## config.mk

```make
export PLATFORM = sky130hd
export DESIGN_NAME = hazard_ctrl_unit
export DESIGN_NICKNAME = d
export VERILOG_FILES = /design/src/rtl/hazard_ctrl_unit.sv
export SDC_FILE = /design/constraint.sdc
export NUM_CORES = 1
export LEC_CHECK = 0
export BUFFER_PORTS_ARGS = -buffer_cell sky130_fd_sc_hd__buf_4
export CELL_PAD_IN_SITES_DETAIL_PLACEMENT = 1
export CELL_PAD_IN_SITES_GLOBAL_PLACEMENT = 1
export CORE_ASPECT_RATIO = 0.6
export CORE_UTILIZATION = 36
export CTS_CLUSTER_DIAMETER = 40
export DETAILED_ROUTE_END_ITERATION = 16
export PLACE_DENSITY = 0.91
export SLEW_MARGIN = 20
export SYNTH_ARGS = -nofsm -noshare
export SYNTH_HDL_FRONTEND = slang
export SYNTH_SLANG_ARGS = --single-unit
export TNS_END_PERCENT = 1
```

## constraint.sdc

```tcl
create_clock -name clk -period 2.6 [get_ports clk]
set_input_delay 0.26 -clock clk [delete_from_list [all_inputs] [get_ports clk]]
set_output_delay 0.26 -clock clk [all_outputs]
set_load 0.02 [all_outputs]
```

## src/rtl/hazard_ctrl_unit.sv

```systemverilog
// hazard_ctrl_unit: EX operand forwarding, load-use / RAW stalls, branch flushes,
// MUL/DIV occupancy FSM and saturating stall/flush counters for the 5-stage core.
// Ports: clk, rst (async, active-low); E/M/W write-enables and rd; D/E rs1/rs2;
// PCSrcE, MulStartE, clr_cnt in; ForwardAE/BE, Stall{F,D,E}, Flush{D,E,M}, busy,
// stall_cnt, flush_cnt out.
module hazard_ctrl_unit #(
    parameter int REG_AW     = 5,
    parameter int ENABLE_FWD = 1,
    parameter int MC_LAT     = 4,
    parameter int CNT_W      = 16
) (
    input  logic              clk,
    input  logic              rst,
    input  logic              RegWriteE,
    input  logic              RegWriteM,
    input  logic              RegWriteW,
    input  logic              ResultSrcE0,
    input  logic [REG_AW-1:0] RdE,
    input  logic [REG_AW-1:0] RdM,
    input  logic [REG_AW-1:0] RdW,
    input  logic [REG_AW-1:0] Rs1D,
    input  logic [REG_AW-1:0] Rs2D,
    input  logic [REG_AW-1:0] Rs1E,
    input  logic [REG_AW-1:0] Rs2E,
    input  logic              PCSrcE,
    input  logic              MulStartE,
    input  logic              clr_cnt,
    output logic [1:0]        ForwardAE,
    output logic [1:0]        ForwardBE,
    output logic              StallF,
    output logic              StallD,
    output logic              StallE,
    output logic              FlushD,
    output logic              FlushE,
    output logic              FlushM,
    output logic              busy,
    output logic [CNT_W-1:0]  stall_cnt,
    output logic [CNT_W-1:0]  flush_cnt
);

    localparam int BW = $clog2(MC_LAT);
    localparam logic FWD_ON = (ENABLE_FWD != 0);

    typedef enum logic {RUN, BUSY} state_e;

    state_e            state_q, state_d;
    logic [BW-1:0]     busy_cnt_q, busy_cnt_d;
    logic [CNT_W-1:0]  stall_cnt_q, stall_cnt_d;
    logic [CNT_W-1:0]  flush_cnt_q, flush_cnt_d;

    logic [1:0] fa, fb;
    logic       lw_stall, raw_stall, mc_stall;
    logic       data_stall, br_flush;

    function automatic logic [1:0] fwd_sel(input logic [REG_AW-1:0] rs);
        logic [1:0] s;
        s = 2'b00;
        if (RegWriteM && RdM != '0 && RdM == rs)
            s = 2'b10;
        else if (RegWriteW && RdW != '0 && RdW == rs)
            s = 2'b01;
        return s;
    endfunction

    function automatic logic raw_hit(input logic [REG_AW-1:0] rs);
        return rs != '0 &&
               ((RegWriteE && rs == RdE) || (RegWriteM && rs == RdM));
    endfunction

    always_comb begin
        fa = FWD_ON ? fwd_sel(Rs1E) : 2'b00;
        fb = FWD_ON ? fwd_sel(Rs2E) : 2'b00;
        lw_stall = ResultSrcE0 && RdE != '0 &&
                   (RdE == Rs1D || RdE == Rs2D);
        // W needs no check: the register file writes in the first half-cycle
        raw_stall = !FWD_ON && (raw_hit(Rs1D) || raw_hit(Rs2D));
        mc_stall = (state_q == RUN && MulStartE) || state_q == BUSY;
        // a taken branch discards D, so its data stall is moot
        data_stall = (lw_stall || raw_stall) && !PCSrcE && !mc_stall;
        br_flush = PCSrcE && !mc_stall;
    end

    always_comb begin
        state_d    = state_q;
        busy_cnt_d = busy_cnt_q;
        unique case (state_q)
            RUN: begin
                if (MulStartE) begin
                    state_d    = BUSY;
                    busy_cnt_d = BW'(MC_LAT - 1);
                end
            end
            BUSY: begin
                if (busy_cnt_q == BW'(1)) begin
                    state_d    = RUN;
                    busy_cnt_d = '0;
                end else begin
                    busy_cnt_d = busy_cnt_q - BW'(1);
                end
            end
            default: begin
                state_d    = RUN;
                busy_cnt_d = '0;
            end
        endcase
    end

    // outputs are forced quiet while reset is held, independent of inputs
    always_comb begin
        ForwardAE = rst ? fa : 2'b00;
        ForwardBE = rst ? fb : 2'b00;
        StallF    = rst && (data_stall || mc_stall);
        StallD    = rst && (data_stall || mc_stall);
        StallE    = rst && mc_stall;
        FlushD    = rst && br_flush;
        FlushE    = rst && (br_flush || data_stall);
        FlushM    = rst && mc_stall;
        busy      = (state_q == BUSY);
        stall_cnt = stall_cnt_q;
        flush_cnt = flush_cnt_q;
    end

    always_comb begin
        stall_cnt_d = stall_cnt_q;
        flush_cnt_d = flush_cnt_q;
        if (clr_cnt) begin
            stall_cnt_d = '0;
            flush_cnt_d = '0;
        end else begin
            if (StallF && stall_cnt_q != '1)
                stall_cnt_d = stall_cnt_q + CNT_W'(1);
            if (FlushD && flush_cnt_q != '1)
                flush_cnt_d = flush_cnt_q + CNT_W'(1);
        end
    end

    always_ff @(posedge clk or negedge rst) begin
        if (!rst) begin
            state_q     <= RUN;
            busy_cnt_q  <= '0;
            stall_cnt_q <= '0;
            flush_cnt_q <= '0;
        end else begin
            state_q     <= state_d;
            busy_cnt_q  <= busy_cnt_d;
            stall_cnt_q <= stall_cnt_d;
            flush_cnt_q <= flush_cnt_d;
        end
    end

endmodule

```

==> results by group <==
GRT
  • Initial antenna violation count: 0
  • Pin count of the biggest net entering global routing: 37
  • Overflow left after global routing: 0
  • Wire length of the first global-routing pass: 12.5 mm
  • Global routing usage summed across all routing layers: 0.232
  • Vias in the first global route: 2430

Worst setup path
  • Buf/Inv on CP: 3
  • Stage delay of the slowest cell on the critical path: 580 ps
  • Worst Path Class, Setup: in2out
  • Kind of launch point of the worst setup path: primary input
  • Arrival time reported for the critical path endpoint: 2260 ps
  • Critical-path cell with the highest stage delay: sky130_fd_sc_hd__or4_1
  • Cell-by-cell listing of the critical path: dlygate4sd3_1 > buf_6 > o211ai_1 > or4_1 > nor4_1 > buf_4
  • Worst Setup End Kind: primary output
  • Critical-path maximum fanout: 24
  • CP required: 2340 ps
  • Gate family responsible for the most delay along the worst path: buffers and inverters

Floorplan
  • Chip Height: 64.8 um
  • Area enclosed by the die boundary: roughly 6900 um^2
  • Die width: about 110 um
  • Number of I/O pins: 87
  • Standard cell core area: 6220 um^2
  • Site Rows: 22
  • Initial Util: 0.380

CTS
  • Number of clock sinks: 35
  • Worst-Skew Late Latency: 280 ps
  • Number of levels the H-tree was split into: 2
  • Number of buffers between clock root and the deepest sink: 2
  • Clock tree from TritonCTS: done
  • Number of clock buffers inserted by TritonCTS: 5
  • Reg clk slew, reported paths: approximately 70 ps
  • Root Driver: sky130_fd_sc_hd__clkbuf_8

Final layout
  • Number of fillers in the final layout: 772
  • Ant. Diodes: 0
  • Layout overhead on the synthesized area: 35.7%
  • Final cell count without fillers: ~430
  • Total number of nets in the final design: slightly below 400
  • Area of all placed cells without fillers: 3210 um^2
  • Finished Core Util: 0.516
  • Layout cell share with drive strength beyond 1: 0.314

STA
  • Final sum of negative setup slack: 0 ps
  • Final max-slew violation count: 0
  • Worst max-slew margin expressed relative to the limit: 0.567
  • Final period utilization: 0.970
  • Slew @ Worst Pin: 645 ps
  • Final worst slack: 76.8 ps
  • Final setup violation count: 0
  • Unrepaired setup endpoints after global routing: false
  • Period minus WS final: between 2000 and 3000 ps
  • Achievable clock frequency: a little under 400 MHz
  • Number of hold violations in the final report: 0
  • Post-Route Skew: 2.25 ps

Synth
  • YS warnings: 0
  • Netlist Area Pre-Place: 2360 um^2
  • Number of distinct library cell variants in the gate-level netlist after synthesis: 42
  • Synthesized area divided by synthesized cell count: 9.03 um^2
  • Number of synthesized register bits: 35
  • Part of the Yosys area used for sequential elements: 0.370
  • Count of mapped cells out of synthesis: 262
  • Synthesized Nets: 309

Route
  • Initial detailed-routing violation count: 85
  • Overall via count from detail_route: 2320
  • TritonRoute pass-1 iters: 4
  • DRT antenna net count: 0
  • DRT Wirelength: approximately 7.5 mm
  • Per-cell routed wire length: 17.4 um
  • Vias per Instance: 5.35
  • DRC Markers: 0

Placed design
  • Routability cong.: 0.821
  • Number of placed cells counting well taps: 425
  • IO buf count: 85
  • Worst setup timing slack at the placement stage: 292 ps
  • Total half-perimeter wirelength after legalization and detailed placement: 5.96 mm
  • Instance area after placement: 3080 um^2

Worst hold path
  • Tightest Hold Check Type: in2reg

Power and ir drop
  • IR Drop Worst-Case VDD: 205 uV
  • Leakage power total: 1.42 nW
  • Cell area power density: approximately 450 nW/um^2

Job
  • Number of maximum-capacitance constraint violations: 0

Run status
  • Outcome: finished, final reports clean
-- registers in the layout, summed over array words and instances (netlist names) --
signal / flops
flush_cnt: 16
stall_cnt: 16
busy_cnt_q: 2
busy: 1
-- repair_timing --
item                                    in CTS  in global routing
endpoints found under the hold margin       17                  0
endpoints found under the setup margin       0                  2
hold buffers                                 1                  0
setup buffers                                0                  0
gates resized for setup                      0                  1
-- where the power goes --
part / switching, mW / total [mW] / internal [mW]
Clock: 0.201 / 0.511 / 0.310
Sequential: 0.0330 / 0.607 / 0.574
Combinational: 0.183 / 0.334 / 0.150
Total: 0.417 / 1.45 / 1.03
-- cells in the mapped netlist (all sizes together) --
| cell type | instances | share of area |
|---|---|---|
| or4 | 9 | 0.029 |
| nand3 | 15 | 0.032 |
| o21ai | 12 | 0.027 |
| and4 | 4 | 0.016 |
| nand2 | 19 | 0.030 |
| dfrtp | 35 | 0.37 |
| xnor2 | 26 | 0.096 |
| o22ai | 1 | 0.0053 |
| or3 | 9 | 0.024 |
| o31ai | 5 | 0.018 |
| o311ai | 1 | 0.0069 |
| a21oi | 15 | 0.032 |
| and3 | 3 | 0.0079 |
| clkbuf | 5 | 0.0079 |
| ha | 3 | 0.016 |
| mux2 | 4 | 0.021 |
| buf | 3 | 0.011 |
| a41oi | 1 | 0.0069 |
| and3b | 2 | 0.0074 |
| nand4 | 6 | 0.022 |
| nor2 | 26 | 0.041 |
| inv | 9 | 0.014 |
| mux2i | 2 | 0.0085 |
| and2 | 3 | 0.0079 |
| or4b | 2 | 0.010 |
| nor2b | 6 | 0.016 |
| a31oi | 1 | 0.0090 |
| nor3 | 8 | 0.017 |
| nor4 | 7 | 0.019 |
| o211ai | 1 | 0.0032 |
| o21bai | 1 | 0.0032 |
| or2 | 1 | 0.0026 |
| xor2 | 17 | 0.063 |
-- tightest hold or removal path, stage by stage --
cell and delay, ps:
sky130_fd_sc_hd__buf_4 100, sky130_fd_sc_hd__nor3_1 40, sky130_fd_sc_hd__a21oi_1 100
-- logic make-up (layout without fill, tap and decap cells) --
group,count (synthesis),after routing,synth area share
compound gates,38,38,0.111
xor+xnor,43,43,0.159
fa+ha+maj,3,3,0.0159
buf+inv,17,105,0.0333
flops,35,35,0.370
mux,6,6,0.0291
simple gates,120,120,0.281
-- worst paths after layout --
kind / start / endpoint / slack (ps) / depth (start not counted)
max in group asynchronous: rst / flush_cnt[11] / 1650 / 3
worst min register to register: busy_cnt_q[0] / busy_cnt_q[0] / 500 / 1
worst max-delay path: rst / ForwardAE[0] / 80 / 6
worst min-delay path: MulStartE / busy_cnt_q[0] / 260 / 3
min in group asynchronous: rst / stall_cnt[11] / 410 / 2
worst max register to register: stall_cnt[0] / stall_cnt[15] / 280 / 7
-- stage by stage --
stage          power, mW  hold WS [ps]
3_3_place_gp       0.931           181
2_1_floorplan      0.794         -35.6
6_report            1.45           262
3_5_place_dp       0.951           183
5_1_grt             1.53           298
4_1_cts             1.47           258
-- per-layer routing --
layer / part of all wire / vias up / GRT usage / wire (um)
met3: 0.035 / 10 / 0.0433 / 266
met4: 0.0084 / 0 / 0.0479 / 63
met1: 0.47 / 1171 / 0.311 / 3530
met5: 0 / - / 0 / 0
li1: - / 1102 / - / -
met2: 0.49 / 37 / 0.391 / 3670
-- cell type report --
type | count | area, um^2 | share of cell area
Inverter | 9 | 33.8 | 0.0105
Clock inverter | 2 | 35.0 | 0.0109
Tap cell | 84 | 105 | 0.0327
Sequential cell | 35 | 876 | 0.273
Multi-Input combinational cell | 210 | 1410 | 0.439
Timing Repair Buffer | 88 | 667 | 0.208
Clock buffer | 6 | 82.6 | 0.0257
-- layout by cell type, fill, tap and decap left out, types with 2 or more instances in the layout --
master	count
sky130_fd_sc_hd__and3_1	3
sky130_fd_sc_hd__nand4_1	5
sky130_fd_sc_hd__nand3_1	15
sky130_fd_sc_hd__o31ai_1	4
sky130_fd_sc_hd__inv_2	2
sky130_fd_sc_hd__nor3_1	8
sky130_fd_sc_hd__inv_1	7
sky130_fd_sc_hd__and2_1	3
sky130_fd_sc_hd__or3_1	9
sky130_fd_sc_hd__mux2i_1	2
sky130_fd_sc_hd__mux2_2	2
sky130_fd_sc_hd__or4_1	9
sky130_fd_sc_hd__xor2_1	17
sky130_fd_sc_hd__and4_1	3
sky130_fd_sc_hd__nand2_1	19
sky130_fd_sc_hd__xnor2_1	26
sky130_fd_sc_hd__o21ai_0	11
sky130_fd_sc_hd__a21oi_1	15
sky130_fd_sc_hd__ha_1	3
sky130_fd_sc_hd__nor4_1	7
sky130_fd_sc_hd__nor2b_1	6
sky130_fd_sc_hd__and3b_1	2
sky130_fd_sc_hd__clkbuf_8	6
sky130_fd_sc_hd__dfrtp_1	35
sky130_fd_sc_hd__nor2_1	26
sky130_fd_sc_hd__buf_4	86
No activity file was read; power rests on OpenSTA's default activity.
